$ cat config.mk
export PLATFORM = sky130hd
export DESIGN_NAME = div_unit
export DESIGN_NICKNAME = d
export VERILOG_FILES = /design/src/rtl/div_unit_pkg.sv /design/src/rtl/div_unit.sv
export SDC_FILE = /design/constraint.sdc
export NUM_CORES = 1
export LEC_CHECK = 0
export ABC_CLOCK_PERIOD_IN_PS = 5300
export CORE_AREA = 2 2 198 122
export DETAILED_ROUTE_END_ITERATION = 16
export DIE_AREA = 0 0 200 124
export PLACE_DENSITY = 0.72
export SKIP_LAST_GASP = 1
export SLEW_MARGIN = 25
export SYNTH_ARGS = -nofsm -noshare
export SYNTH_HDL_FRONTEND = slang
export SYNTH_SLANG_ARGS = --single-unit
$ cat constraint.sdc
create_clock -name clk -period 5.3 [get_ports clk]
set_input_delay 0.53 -clock clk [delete_from_list [all_inputs] [get_ports clk]]
set_output_delay 0.53 -clock clk [all_outputs]
set_load 0.05 [all_outputs]
$ cat src/rtl/div_unit_pkg.sv
// div_unit_pkg: shared constants for the iterative divider.
// State codes, handshake levels and result bus width.
package div_unit_pkg;

  localparam logic [1:0] DivFree   = 2'b00;
  localparam logic [1:0] DivByZero = 2'b01;
  localparam logic [1:0] DivOn     = 2'b10;
  localparam logic [1:0] DivEnd    = 2'b11;

  localparam logic DivResultReady    = 1'b1;
  localparam logic DivResultNotReady = 1'b0;

  localparam logic DivStart = 1'b1;
  localparam logic DivStop  = 1'b0;

  localparam int DoubleRegBus = 64;

endpackage

$ cat src/rtl/div_unit.sv
// div_unit: multi-cycle restoring divider, DIV/DIVU.
// One quotient bit per cycle; result is {remainder, quotient}.
module div_unit
  import div_unit_pkg::*;
#(
  parameter int WIDTH = 32,
  parameter int STEPS = 32
) (
  input  logic               clk,
  input  logic               rst,
  input  logic               signed_div_i,
  input  logic [WIDTH-1:0]   opdata1_i,
  input  logic [WIDTH-1:0]   opdata2_i,
  input  logic               start_i,
  input  logic               annul_i,
  output logic [2*WIDTH-1:0] result_o,
  output logic               ready_o,
  output logic               busy_o
);

  localparam int CW = $clog2(STEPS + 1);
  localparam logic [CW-1:0] LAST = CW'(STEPS);

  logic [1:0]         state;
  logic [CW-1:0]      cnt;
  logic [2*WIDTH:0]   dividend;
  logic [WIDTH-1:0]   divisor;
  logic               sign1;
  logic               sign2;
  logic               sdiv;

  logic [WIDTH:0]     div_temp;
  logic [WIDTH-1:0]   op1_abs;
  logic [WIDTH-1:0]   op2_abs;
  logic [WIDTH-1:0]   quo;
  logic [WIDTH-1:0]   rem;
  logic [WIDTH-1:0]   quo_fix;
  logic [WIDTH-1:0]   rem_fix;

  // trial subtraction of the divisor from the partial remainder
  assign div_temp = {1'b0, dividend[2*WIDTH-1:WIDTH]}
                  - {1'b0, divisor};

  // operand magnitudes, taken only for signed requests
  assign op1_abs = (signed_div_i && opdata1_i[WIDTH-1])
                 ? (~opdata1_i + 1'b1) : opdata1_i;
  assign op2_abs = (signed_div_i && opdata2_i[WIDTH-1])
                 ? (~opdata2_i + 1'b1) : opdata2_i;

  // unsigned result split and sign restoration
  assign quo = dividend[WIDTH-1:0];
  assign rem = dividend[2*WIDTH:WIDTH+1];
  assign quo_fix = (sdiv && (sign1 ^ sign2)) ? (~quo + 1'b1) : quo;
  assign rem_fix = (sdiv && sign1) ? (~rem + 1'b1) : rem;

  assign busy_o = (state == DivByZero) || (state == DivOn);

  // divider state machine and datapath registers
  always_ff @(posedge clk or negedge rst) begin
    if (!rst) begin
      state    <= DivFree;
      cnt      <= '0;
      dividend <= '0;
      divisor  <= '0;
      sign1    <= 1'b0;
      sign2    <= 1'b0;
      sdiv     <= 1'b0;
      result_o <= '0;
      ready_o  <= DivResultNotReady;
    end else begin
      unique case (state)
        DivFree: begin
          if (start_i == DivStart && !annul_i) begin
            cnt <= '0;
            if (opdata2_i == '0) begin
              state <= DivByZero;
            end else begin
              state    <= DivOn;
              dividend <= {{WIDTH{1'b0}}, op1_abs, 1'b0};
              divisor  <= op2_abs;
              sign1    <= opdata1_i[WIDTH-1];
              sign2    <= opdata2_i[WIDTH-1];
              sdiv     <= signed_div_i;
            end
          end
        end
        DivByZero: begin
          // two cycles here so a zero divisor answers after k+2
          if (annul_i) begin
            state <= DivFree;
            cnt   <= '0;
          end else if (cnt == '0) begin
            cnt <= cnt + 1'b1;
          end else begin
            state    <= DivEnd;
            cnt      <= '0;
            dividend <= '0;
            result_o <= '0;
            ready_o  <= DivResultReady;
          end
        end
        DivOn: begin
          if (annul_i) begin
            state <= DivFree;
            cnt   <= '0;
          end else if (cnt != LAST) begin
            if (div_temp[WIDTH]) begin
              dividend <= {dividend[2*WIDTH-1:0], 1'b0};
            end else begin
              dividend <= {div_temp[WIDTH-1:0],
                           dividend[WIDTH-1:0], 1'b1};
            end
            cnt <= cnt + 1'b1;
          end else begin
            state    <= DivEnd;
            cnt      <= '0;
            result_o <= {rem_fix, quo_fix};
            ready_o  <= DivResultReady;
          end
        end
        DivEnd: begin
          if (start_i == DivStop) begin
            state    <= DivFree;
            result_o <= '0;
            ready_o  <= DivResultNotReady;
          end
        end
        default: state <= DivFree;
      endcase
    end
  end

endmodule

==> results by stage, run 1 <==
Setup path:
- The setup check on the worst reg-to-reg path leaves a slack of ~1200 ps.
- The worst setup path is captured at a register.
- At the worst endpoint, the required time is roughly 5600 ps.
- Of all nets on the critical path, the largest fanout is 39.
- The class of the most critical setup path is reg -> reg.
- The worst setup path is launched from a register.
- The arrival time at the worst endpoint is 4410 ps.

Detailed routing:
- The wire length per cell is 18.64 µm.
- Before antenna repair, the detailed router went through 8 iterations.
- The total wire length is around 33,000 µm.
- The first routing iteration left roughly 1,000 violations.
- The number of nets with antenna violations after routing is 0.
- In the routed layout, each cell is associated on average with a via count of between 5 and 6.
- The number of DRC violations after detailed routing is 0.
- Detailed routing inserted a total of 10,280 vias.

Pwr:
- The clock network burns 22.0% of the power.
- The portion of total power attributed to sequential cells is between 30% and 40%.
- In this run, the combinational gates consume 46.3% of the power.
- The switching power is between 2000 and 3000 µW.
- The design draws 5902 µW.
- The worst ir drop on vdd is 0.0002862 V.
- Internal power comes to between 3000 and 4000 µW.
- Dividing total power by cell area gives a power density of roughly 440 nW/µm².
- The static leakage is 0.005668 µW.
- Net switching is 44.90% of the power.

Timing:
- In the finished design, the share of the clock period the worst path needs comes to a little under 80%.
- Setup repair after global routing left no endpoint under its margin.
- The worst hold margin is about 480 ps.
- Headroom to the max-slew limit came out at around 36%.
- Setup violations remaining at the end of the flow were counted as 0.
- The max-slew violation count is 0.
- Static timing analysis puts the maximum clock frequency at between 200 and 250 MHz.
- The worst clock skew is around 13 ps.
- In the final timing run, aggregate negative setup slack is 0 ps.
- The final critical-path required period is ~4000 ps.
- The count of endpoints failing hold in the final timing report was 0.
- For the pin with the worst max-slew slack, the measured transition is 951.7 ps.

Clocking:
- Counting every sink on the clock net gives ~170.
- Buffers inserted to repair hold after CTS numbered 1.
- The count of H-tree levels built during CTS is 4.
- The number of CTS-inserted buffers is 17.
- In this run the deepest clock path goes through 2 buffers.
- The clock root buffer is clkbuf_16.
- The CTS tree is built.
- The clock slew seen by the registers of the worst setup and hold paths is 70 ps.
- In this run, post-CTS repair resized a total of 0 instances.
- Once the clock tree was built, the setup fixing pass inserted 0 buffers.
- Clock latency on the worst-skew pair, taken at its later pin, is roughly 450 ps.

Synthesis:
- The basic-gate share of the synthesized area counting and, or, nand and nor cells is 16.99%.
- The area share of the largest cell type after synthesis is between 30% and 40%.
- In this run, synthesis inferred 0 flip-flops with an integrated enable.
- The cell area after technology mapping is ~11,000 µm².
- In the post-synthesis netlist, the biggest area contributors are dfrtp_1 (38%), o21ai_0 (9.0%), nand2_1 (7.1%).
- The largest family of logic cells by synthesized area is compound AO/OA/AOI/OAI gates.
- The cell taking the most area after synthesis is dfrtp_1.
- The post-synthesis cell count is ~1,300.
- For this run, asynchronously set or reset flops after synthesis account for 100.0%.
- The number of warnings reported in the yosys synthesis log is 0.
- The most used flip-flop cell after synthesis is dfrtp_1.
- After synthesis, the share of cell area in mux cells is between 1.5 and 2%.
- The synthesized netlist devotes 11.15% of its cell area to XOR and XNOR gates.
- The fraction of the mapped netlist area in adder cells is between 5 and 6%.
- Synthesis produced a netlist with a net count of between 1,000 and 1,500.
- Summing the areas of all compound-gate instances in the mapped netlist gives around 22% of the synthesized area.
- The sequential cell area fraction in the yosys report is 38.29%.
- The number of storage elements in the synthesis netlist is 173.
- The number of library cell types mapped by synthesis is 66.
- A synthesized cell averages 8.382 µm².

Placed design:
- Detailed placement finished with a half-perimeter wire length of roughly 25,000 µm.
- The count of input and output buffers is ~130.
- The congestion estimate from routability-driven global placement came to 0.9289.

Global routing:
- The first-pass GRT wire length is between 50,000 and 60,000 µm.
- Global routing consumed, over all layers together, between 20% and 30% of the routing resources.
- The maximum number of pins on one net before global-route repair is 79.
- The number of global-route vias before repair is roughly 9,400.
- The number of antenna violations at the first check in global routing was 0.
- Summed over all layers, the global routing overflow is 0.

Final layout:
- The fraction of layout cells with a size suffix above 1 is under 10%.
- The area growth from synthesis to final layout is 19.43%.
- The leading cell type in the layout, fill and taps excluded is nand2_1.
- The final layout contains roughly 1,600 nets.
- The library cells used most frequently in the layout, excluding fill and tap cells, are nand2_1 (215), o21ai_0 (203), dfrtp_1 (173).
- The number of antenna repair diodes is 0.
- The layout has between 2,000 and 2,500 filler cells.

Floorplanning:
- The die footprint is roughly 25,000 µm².
- The effective utilization at floorplan is 49.45%.
- In this run the count of I/O pins placed on the die edge is 135.
- In this run the vertical extent of the chip is 124 µm.
- The overall die width is 200 µm.
- The number of placement rows is between 40 and 50.
- The total core area is 22,870 µm².

Worst hold path:
- The class of the worst hold path is reg -> reg.

Job:
- The number of max-capacitance violations reported is 0.

Status:
- The flow ran to the end, and the final reports show no timing, DRC or antenna violations.
sequential cells by signal, indices dropped and copies added, names as in the netlist:
| register | cells |
|---|---|
| state | 2 |
| sign2 | 1 |
| dividend | 65 |
| ready_o | 1 |
| cnt | 6 |
| sdiv | 1 |
| divisor | 32 |
| sign1 | 1 |
| result_o | 64 |
critical path, cell delays in order (launching register included):
cell and delay (ps):
dfrtp_1 410, inv_1 80, ha_1 210, fa_1 410, nand2b_1 230, a2111oi_0 380, nor2_1 210, a31oi_1 500
a21oi_1 340, o21ai_4 200, buf_4 430, nor2_1 200, a32oi_1 250, o21ai_1 90
final cells by class:
type | count | area, µm² | area share [%]
clock buffers | 19 | 442.9 | 3.280
clock inverters | 13 | 156.4 | 1.158
inverters | 59 | 221.5 | 1.640
multi-input cells | 1048 | 6509 | 48.20
flip-flops and latches | 173 | 4329 | 32.06
well taps | 315 | 394.1 | 2.919
repair buffers | 145 | 1451 | 10.75
per-stage QoR:
stage	instance area, µm²	setup slack, ps	instances	util (%)
2_1_floorplan	11310	2229	1349	-
3_3_place_gp	12850	1164	1738	56.20
5_1_grt	13500	1002	1772	59.06
6_report	13500	1214	1772	59.06
3_5_place_dp	12860	968.0	1738	56.23
4_1_cts	13470	1318	1771	58.89
path summary, 6_finish.rpt:
kind                               from            to  cells past startpoint
max in group asynchronous           rst   divisor[29]                      3
min                         result_o[5]   result_o[5]                      2
min reg2reg                 result_o[5]   result_o[5]                      2
max                        dividend[32]  dividend[58]                     13
max reg2reg                dividend[32]  dividend[58]                     13
min in group asynchronous           rst        cnt[1]                      2
synthesized netlist by cell type (all sizes together) (15+ instances only):
library cell,number
a21oi,71
a22oi,26
buf,15
clkbuf,54
dfrtp,173
ha,44
inv,59
mux2i,18
nand2,215
nor2,77
nor3,26
nor4,17
o21ai,208
o31ai,16
xnor2,73
xor2,71
logic make-up (layout without fill, tap and decap cells):
| logic type | after synthesis | after routing |
|---|---|---|
| AOI/OAI and AO/OA | 423 | 423 |
| and+or+nand+nor | 418 | 418 |
| DFF | 173 | 173 |
| xor gates and xnor gates | 144 | 144 |
| buffers and inverters | 128 | 236 |
| adders and majority gates | 45 | 45 |
| muxes | 18 | 18 |
layer usage:
metal / part of all wire [%] / GRT usage, % / wire length, µm / vias to the layer above
li1: - / - / - / 4954
met1: 49 / 43.01 / 16340 / 4942
met2: 41 / 37.09 / 13490 / 353
met3: 8.6 / 7.474 / 2841 / 27
met4: 1.1 / 5.926 / 365 / 0
met5: 0 / 0 / 0 / -
power groups by stage:
stage / clock network (µW) / logic (µW) / registers (µW)
2_1_floorplan: 0 / 2000 / 1770
3_3_place_gp: 0 / 2570 / 1860
3_5_place_dp: 0 / 2640 / 1870
4_1_cts: 1310 / 2660 / 1850
5_1_grt: 1380 / 3030 / 1890
6_report: 1300 / 2730 / 1870
(Power assumes the default switching activity.)
==> inputs of run 2 (changes only) <==
--- a/config.mk
+++ b/config.mk
@@ -5,7 +5,7 @@
 export SDC_FILE = /design/constraint.sdc
 export NUM_CORES = 1
 export LEC_CHECK = 0
-export ABC_CLOCK_PERIOD_IN_PS = 5300
+export ABC_CLOCK_PERIOD_IN_PS = 3800
 export CORE_AREA = 2 2 198 122
 export DETAILED_ROUTE_END_ITERATION = 16
 export DIE_AREA = 0 0 200 124
==> constraint.sdc (replaced) <==
create_clock -name clk -period 3.8 [get_ports clk]
set_input_delay 0.38 -clock clk [delete_from_list [all_inputs] [get_ports clk]]
set_output_delay 0.38 -clock clk [all_outputs]
set_load 0.05 [all_outputs]
==> run 2 against run 1 <==
Net effect:
- sequential share of layout area down 0.24 points
- clock power up 38%
- non-clock buffer count up 11
- sequential cell count unchanged
- core utilization up 0.44 points
- fmax up 21%
- highest routed layer unchanged
- routed wire length down 2.2%
- global-route usage down 0.36 points
- combinational power up 41%
==> results by stage, run 2 (synthesis results as in run 1) <==
Setup path:
- The arrival time at the worst endpoint is around 3700 ps.
- Walking the worst path, the cells encountered are inv_1 -> fa_1 -> nand2b_1 -> a2111oi_1 -> nor2_1 -> a31oi_2 -> a21oi_1 -> o21ai_4 -> buf_12 -> buf_12 -> nor2_1 -> a31oi_1 -> o21ai_0.
- Of all nets on the critical path, the largest fanout is 18.
- The critical path buffer and inverter count is 3.
- The startpoint type of the worst setup path is a register.
- The largest delay contributor family on the critical path is compound AO/OA/AOI/OAI gates.
- The worst setup path is captured at a register.
- The library cell contributing the largest single delay on the critical path is fa_1.
- The worst setup path is of the reg -> reg kind.
- The delay contributed by the slowest stage of the critical path is 470 ps.
- The data required time at the worst endpoint is slightly above 4000 ps.

Final layout:
- The final net count is ~1,600.
- The register with the most flip-flops in the final layout is dividend.
- The core occupancy in the finished layout is 59.50%.
- Fill cells in the final layout number roughly 2,000.
- For this run, the number of standard cells in the final layout without fillers is ~1,800.
- The largest registers in the layout are dividend x65, result_o x64, divisor x32.
- The final non-filler cell area is about 14,000 µm².
- The leading cell type in the layout, fill and taps excluded is nand2_1.
- The number of antenna repair diodes is 0.
- The area growth from synthesis to final layout is 20.32%.
- The fraction of layout cells with a size suffix above 1 is ~5%.
- The flip-flop count of the largest register, all copies and words added is 65.
- In the layout the commonest cells are nand2_1 (215), o21ai_0 (202), dfrtp_1 (173).

Detailed routing:
- The count of routing violations after the opening detailed-route iteration is around 900.
- The wire length per cell is between 15 and 20 µm.
- The highest metal layer carrying signal wires in the routed design is met4.
- The total met2 wirelength after detailed routing is approximately 13,000 µm.
- Detailed routing placed a total of 2443 µm of wire on met3.
- The detailed-router iteration count before antenna repair is 5.
- The count of nets left with antenna violations once routing finished came out at 0.
- After detailed routing, the number of vias per cell comes to slightly below 6.
- Summed over all layers, the routed wires come to 32,310 µm.
- For this run, design rule violations remaining after detail routing come to 0.
- The count of vias placed by the detailed router is between 10,000 and 15,000.
- The routed length on met1 is ~16,000 µm.

Clocking:
- The clock root buffer is clkbuf_16.
- The maximum count of clock buffers along a single path is 2.
- The number of buffers added for setup after CTS is 0.
- The CTS tree is built.
- CTS built an H-tree with a depth of 4.
- The later pin in the worst-skew pair is clocked with a latency of 450 ps.
- Clock-pin slew was measured on the worst setup and hold paths at roughly 70 ps.
- TritonCTS created 17 clock buffers.
- The TritonCTS sink count is about 170.

Global routing:
- The first global-routing pass estimated slightly above 50,000 µm of wire.
- The total global-route track usage is a little over a quarter.
- After global routing the overflow that remains totals 0.
- The maximum number of pins on one net before global-route repair is approximately 100.
- The number of antenna violations at the first check in global routing came to 0.
- The number of global-route vias before repair came to between 9,000 and 10,000.

Floorplanning:
- The effective utilization at floorplan is 49.45%.
- The floorplan step set the die width to ~200 µm.
- The total I/O pin count is roughly 140.
- The die covers 24,800 µm².
- The floorplan has 43 rows.
- The height of the chip is between 100 and 150 µm.
- After floorplanning, the core was sized to cover roughly 23,000 µm².

Timing:
- After routing, the total negative slack on setup checks comes to 0 ps.
- The worst pin sits at a relative slew slack of 37.93%.
- The worst path uses between 80 and 90% of the clock period.
- The count of endpoints failing hold in the final timing report is 0.
- The final critical-path required period is approximately 3400 ps.
- The max-slew violation count is 0.
- Setup violations remaining at the end of the flow were counted as 0.
- The slew at the pin closest to its max-slew limit is around 930 ps.
- For this run, the top clock speed supported by timing is 297.1 MHz.
- Setup repair after global routing left no endpoint under its margin.
- The clock arrives with 10.26 ps of skew.

Pwr:
- The worst-case IR drop observed on VDD is between 0.0003 and 0.0004 V.
- The design draws a little over 8000 µW.
- In this run the power density over the cells is ~600 nW/µm².
- The static leakage is between 0.005 and 0.006 µW.

Job:
- Across the run, the number of max-cap violations was 0.

Placed design:
- Port buffering added 134 buffers.
- In this run the cell area measured after placement is 13,000 µm².
- After legalization and detailed placement, the total HPWL measured 24,340 µm.
- Including well taps, the total number of placed cells is 1,750.
- The routability congestion estimate is 0.9058.

Status:
- The flow ran to the end, and the final reports show no timing, DRC or antenna violations.

Worst hold path:
- The min-delay analysis places its worst path in the category reg -> reg.
[run 2: cell count changes in the layout (fill, tap and decap cells not counted), moves of 2 or more]
cell and delta:
clkinvlp_4 +2, inv_6 -2, inv_8 -2, clkinv_4 -3, buf_4 +8, buf_12 +5
clkbuf_8 +2
[run 2: cell type report]
cell class	instances	area (µm²)	share of cell area [%]
multi-input combinational	1048	6502	47.80
clock buffer	22	474.2	3.486
clock inverter	9	110.1	0.8093
timing repair buffer	156	1573	11.56
sequential	173	4329	31.82
inverter	59	221.5	1.628
tap	315	394.1	2.897
[run 2: path summary, 6_finish.rpt]
kind | start | endpoint | slack (ps) | cells past startpoint
min in group asynchronous | rst | cnt[0] | 500 | 2
hold / removal | result_o[21] | result_o[21] | 480 | 2
hold reg to reg | result_o[21] | result_o[21] | 480 | 2
setup reg to reg | dividend[33] | dividend[35] | 430 | 13
setup / recovery | dividend[33] | dividend[35] | 430 | 13
max in group asynchronous | rst | dividend[59] | 2280 | 3
[run 2: stage by stage]
step | hold WS [ps] | worst slack, ps
after floorplan | 84.41 | 729.4
after global placement | 442.5 | 353.3
after detailed placement | 443.8 | 258.5
after CTS | 483.5 | 289.4
after global routing | 506.4 | 89.40
final | 475.4 | 434.4
[run 2: power breakdown]
part / internal (µW) / total [µW] / switching [µW]
registers: 2200 / 2600 / 392
clock network: 1020 / 1790 / 771
logic: 1360 / 3840 / 2480
total: 4580 / 8220 / 3640
[run 2: worst reg2reg max path: stages (launching register included)]
cell	delay [ps]
dfrtp_1	440
inv_1	180
fa_1	470
nand2b_1	220
a2111oi_1	410
nor2_1	190
a31oi_2	240
a21oi_1	220
o21ai_4	230
buf_12	180
buf_12	180
nor2_1	60
a31oi_1	140
o21ai_0	100
[run 2: layer usage]
layer / GRT usage [%] / vias up
met5: 0 / -
met4: 6.250 / 0
met3: 5.334 / 29
met2: 37.02 / 364
met1: 43.29 / 4944
li1: - / 4967
[run 2: timing repair]
action,CTS,global route
resized for setup,0,3
hold buffers,1,0
endpoints found under the setup margin,0,22
endpoints found under the hold margin,47,0
==> inputs of run 3 (changes only) <==
--- a/config.mk
+++ b/config.mk
@@ -9,7 +9,7 @@
 export CORE_AREA = 2 2 198 122
 export DETAILED_ROUTE_END_ITERATION = 16
 export DIE_AREA = 0 0 200 124
-export PLACE_DENSITY = 0.72
+export PLACE_DENSITY_LB_ADDON = 0.12
 export SKIP_LAST_GASP = 1
 export SLEW_MARGIN = 25
 export SYNTH_ARGS = -nofsm -noshare
==> run 3 against run 2 <==
Net effect:
- count of clock-buffer cells in the layout fell by 2
- clock power grew 6%
- core utilization is 0.38 points higher
- setup slack worse by 81 ps
- first-iteration DRC count grew 1.8%
- combinational power is 2% higher
==> results by stage, run 3 (synthesis results as in run 1) <==
Status:
- The flow ran to the end, and the final reports show no timing, DRC or antenna violations.

Final layout:
- The filler cells instantiated in the layout total 2,054.
- Across the whole layout, storage elements account for roughly 4300 µm².
- The library cells used most frequently in the layout, excluding fill and tap cells, are nand2_1 (215), o21ai_0 (203), dfrtp_1 (173).
- The register name with the most flops is dividend.
- In the final layout, the share of cells above drive strength 1 is ~5.4%.
- Once layout is done, the placed cells without fillers occupy between 10,000 and 15,000 µm².
- After the last flow step, the layout net total stands at about 1,600.
- The largest registers in the layout are dividend x65, result_o x64, divisor x32.
- The number of antenna repair diodes is 0.
- Relative to the synthesized area, the layout overhead comes to 21.08%.
- The flip-flop count of the largest register, all copies and words added is 65.
- The area taken by multi-input logic gates is 6495 µm².
- The leading cell type in the layout, fill and taps excluded is nand2_1.

Timing:
- The final setup TNS is 0 ps.
- The timing-limited maximum frequency is 290.2 MHz.
- Setup repair after global routing left no endpoint under its margin.
- For the final database, setup skew stands at approximately 12 ps.
- The ratio of final minimum period to clock period is 90.69%.
- The slew at the pin closest to its max-slew limit is 1012 ps.
- The count of endpoints failing hold in the final timing report is 0.
- The worst pin sits at a relative slew slack of 32.12%.
- The max-slew violation count is 0.
- Final hold analysis gives a worst-case slack of 7.514 ps.
- The routed design could run at a clock period as short as ~3400 ps.
- The final-report setup violation count is 0.

Detailed routing:
- The number of nets with antenna violations after routing is 0.
- The routed layout has 10,340 vias.
- The number of vias per cell is 5.785.
- For this block, the routed nets add up to about 33,000 µm of wire.
- The first routing iteration left between 900 and 1,000 violations.
- In the final routed layout, each cell accounts on average for 18.45 µm.
- The number of DRC violations after detailed routing is 0.
- The first TritonRoute pass finished after 6 iterations.

Placed design:
- The post-DP HPWL is approximately 25,000 µm.
- The routability congestion estimate is between 0.9 and 1.
- Input and output buffers added on the ports amount to ~130.
- In this run the cell area measured after placement is ~13,000 µm².

Floorplanning:
- The total core area is about 23,000 µm².
- The overall die width is around 200 µm.
- roughly 140 I/O pins were placed.
- The die footprint is between 20,000 and 25,000 µm².
- The height of the chip is between 100 and 150 µm.
- For this configuration, the core starts out at a cell density of about half.
- The number of placement rows is between 40 and 50.

Clocking:
- The post-cts repair resize count is 0.
- The count of H-tree levels built during CTS is 4.
- The maximum count of clock buffers along a single path is 2.
- The number of buffers added for setup after CTS is 0.
- The clock root buffer is clkbuf_16.
- The number of CTS-inserted buffers is 17.
- The TritonCTS sink count is between 150 and 200.
- The clock reaches the later pin of the worst-skew pair after ~440 ps.
- Clock-pin slew was measured on the worst setup and hold paths at 70 ps.
- The CTS tree is built.
- For this design, the CTS-stage hold fixing added 0 buffers.

Pwr:
- The worst ir drop on vdd is 0.0006882 V.
- The design draws roughly 8400 µW.
- The static leakage is approximately 0.0058 µW.
- Dividing total power by cell area gives a power density of about 610 nW/µm².

Setup path:
- The critical path buffer and inverter count is 1.
- The delay contributed by the slowest stage of the critical path is about 540 ps.
- The critical path is of the reg -> reg type.
- The library cell appearing most often on the critical path is o2111ai_1.
- The data required time at the worst endpoint is between 4000 and 5000 ps.
- The library cell contributing the largest single delay on the critical path is or4_1.
- STA classifies the critical path endpoint as a register.
- For the worst setup path, the data arrival time is between 3000 and 4000 ps.
- The maximum fanout count along the critical path is 3.
- On the critical path the largest part of the delay comes from compound AO/OA/AOI/OAI gates.
- STA classifies the critical path startpoint as a register.
- Walking the worst path, the cells encountered are inv_1 -> ha_1 -> nor2b_1 -> o2111ai_1 -> a21oi_1 -> o2111ai_1 -> a31oi_1 -> nor4_1 -> or4_1 -> xor2_1 -> o21ai_1.

Global routing:
- For this run, the total global-route usage over all layers was measured as 27.67%.
- The global-route met1 utilization is 44.40%.
- After global routing, the most crowded layer is met1.
- The first global-routing pass estimated around 52,000 µm of wire.
- The number of antenna violations at the first check in global routing is 0.
- The number of global-route vias before repair came to between 9,000 and 10,000.
- In the global route stage, met2 resource usage came out at roughly 36%.
- The final global-route overflow total is 0.
- The met3 usage is under 10%.
- Entering global routing, the biggest net connects 89 pins.

Job:
- The tool flagged a number of max-cap violations equal to 0.

Worst hold path:
- The tightest min-delay check is of the in -> async type.
run 3: through the flow:
step | util, % | cells | setup WS, ps
after floorplan | - | 1349 | 729.4
after global routing | 59.87 | 1788 | 102.6
final | 59.87 | 1788 | 353.7
after CTS | 59.75 | 1787 | 421.5
after detailed placement | 57.02 | 1758 | 204.7
after global placement | 57.02 | 1758 | 309.4
run 3: final cells by class:
class,instances,area share [%]
clock buffers,20,3.409
clock inverters,9,1.161
inverters,59,1.618
multi-input cells,1048,47.44
flip-flops and latches,173,31.62
well taps,315,2.879
repair buffers,164,11.87
run 3: report_power, final:
| part | internal [µW] | switching, µW |
|---|---|---|
| clock | 1150 | 749 |
| combinational | 1370 | 2540 |
| sequential | 2200 | 391 |
| total | 4720 | 3680 |
run 3: worst paths after layout:
| kind | from | end | slack (ps) | cells after the start |
|---|---|---|---|---|
| setup / recovery | divisor[1] | dividend[62] | 350 | 11 |
| hold / removal | rst | dividend[8] | 8 | 1 |
| setup reg to reg | divisor[1] | dividend[62] | 350 | 11 |
| hold reg to reg | divisor[21] | divisor[21] | 480 | 2 |
| max in group asynchronous | rst | divisor[27] | 2870 | 2 |
| min in group clk | divisor[21] | divisor[21] | 480 | 2 |
run 3: layer usage:
metal / up-vias / part of all wire [%]
met1: 4997 / 52
met4: 0 / 1.0
li1: 4984 / -
met2: 338 / 39
met5: - / 0
met3: 25 / 8.1
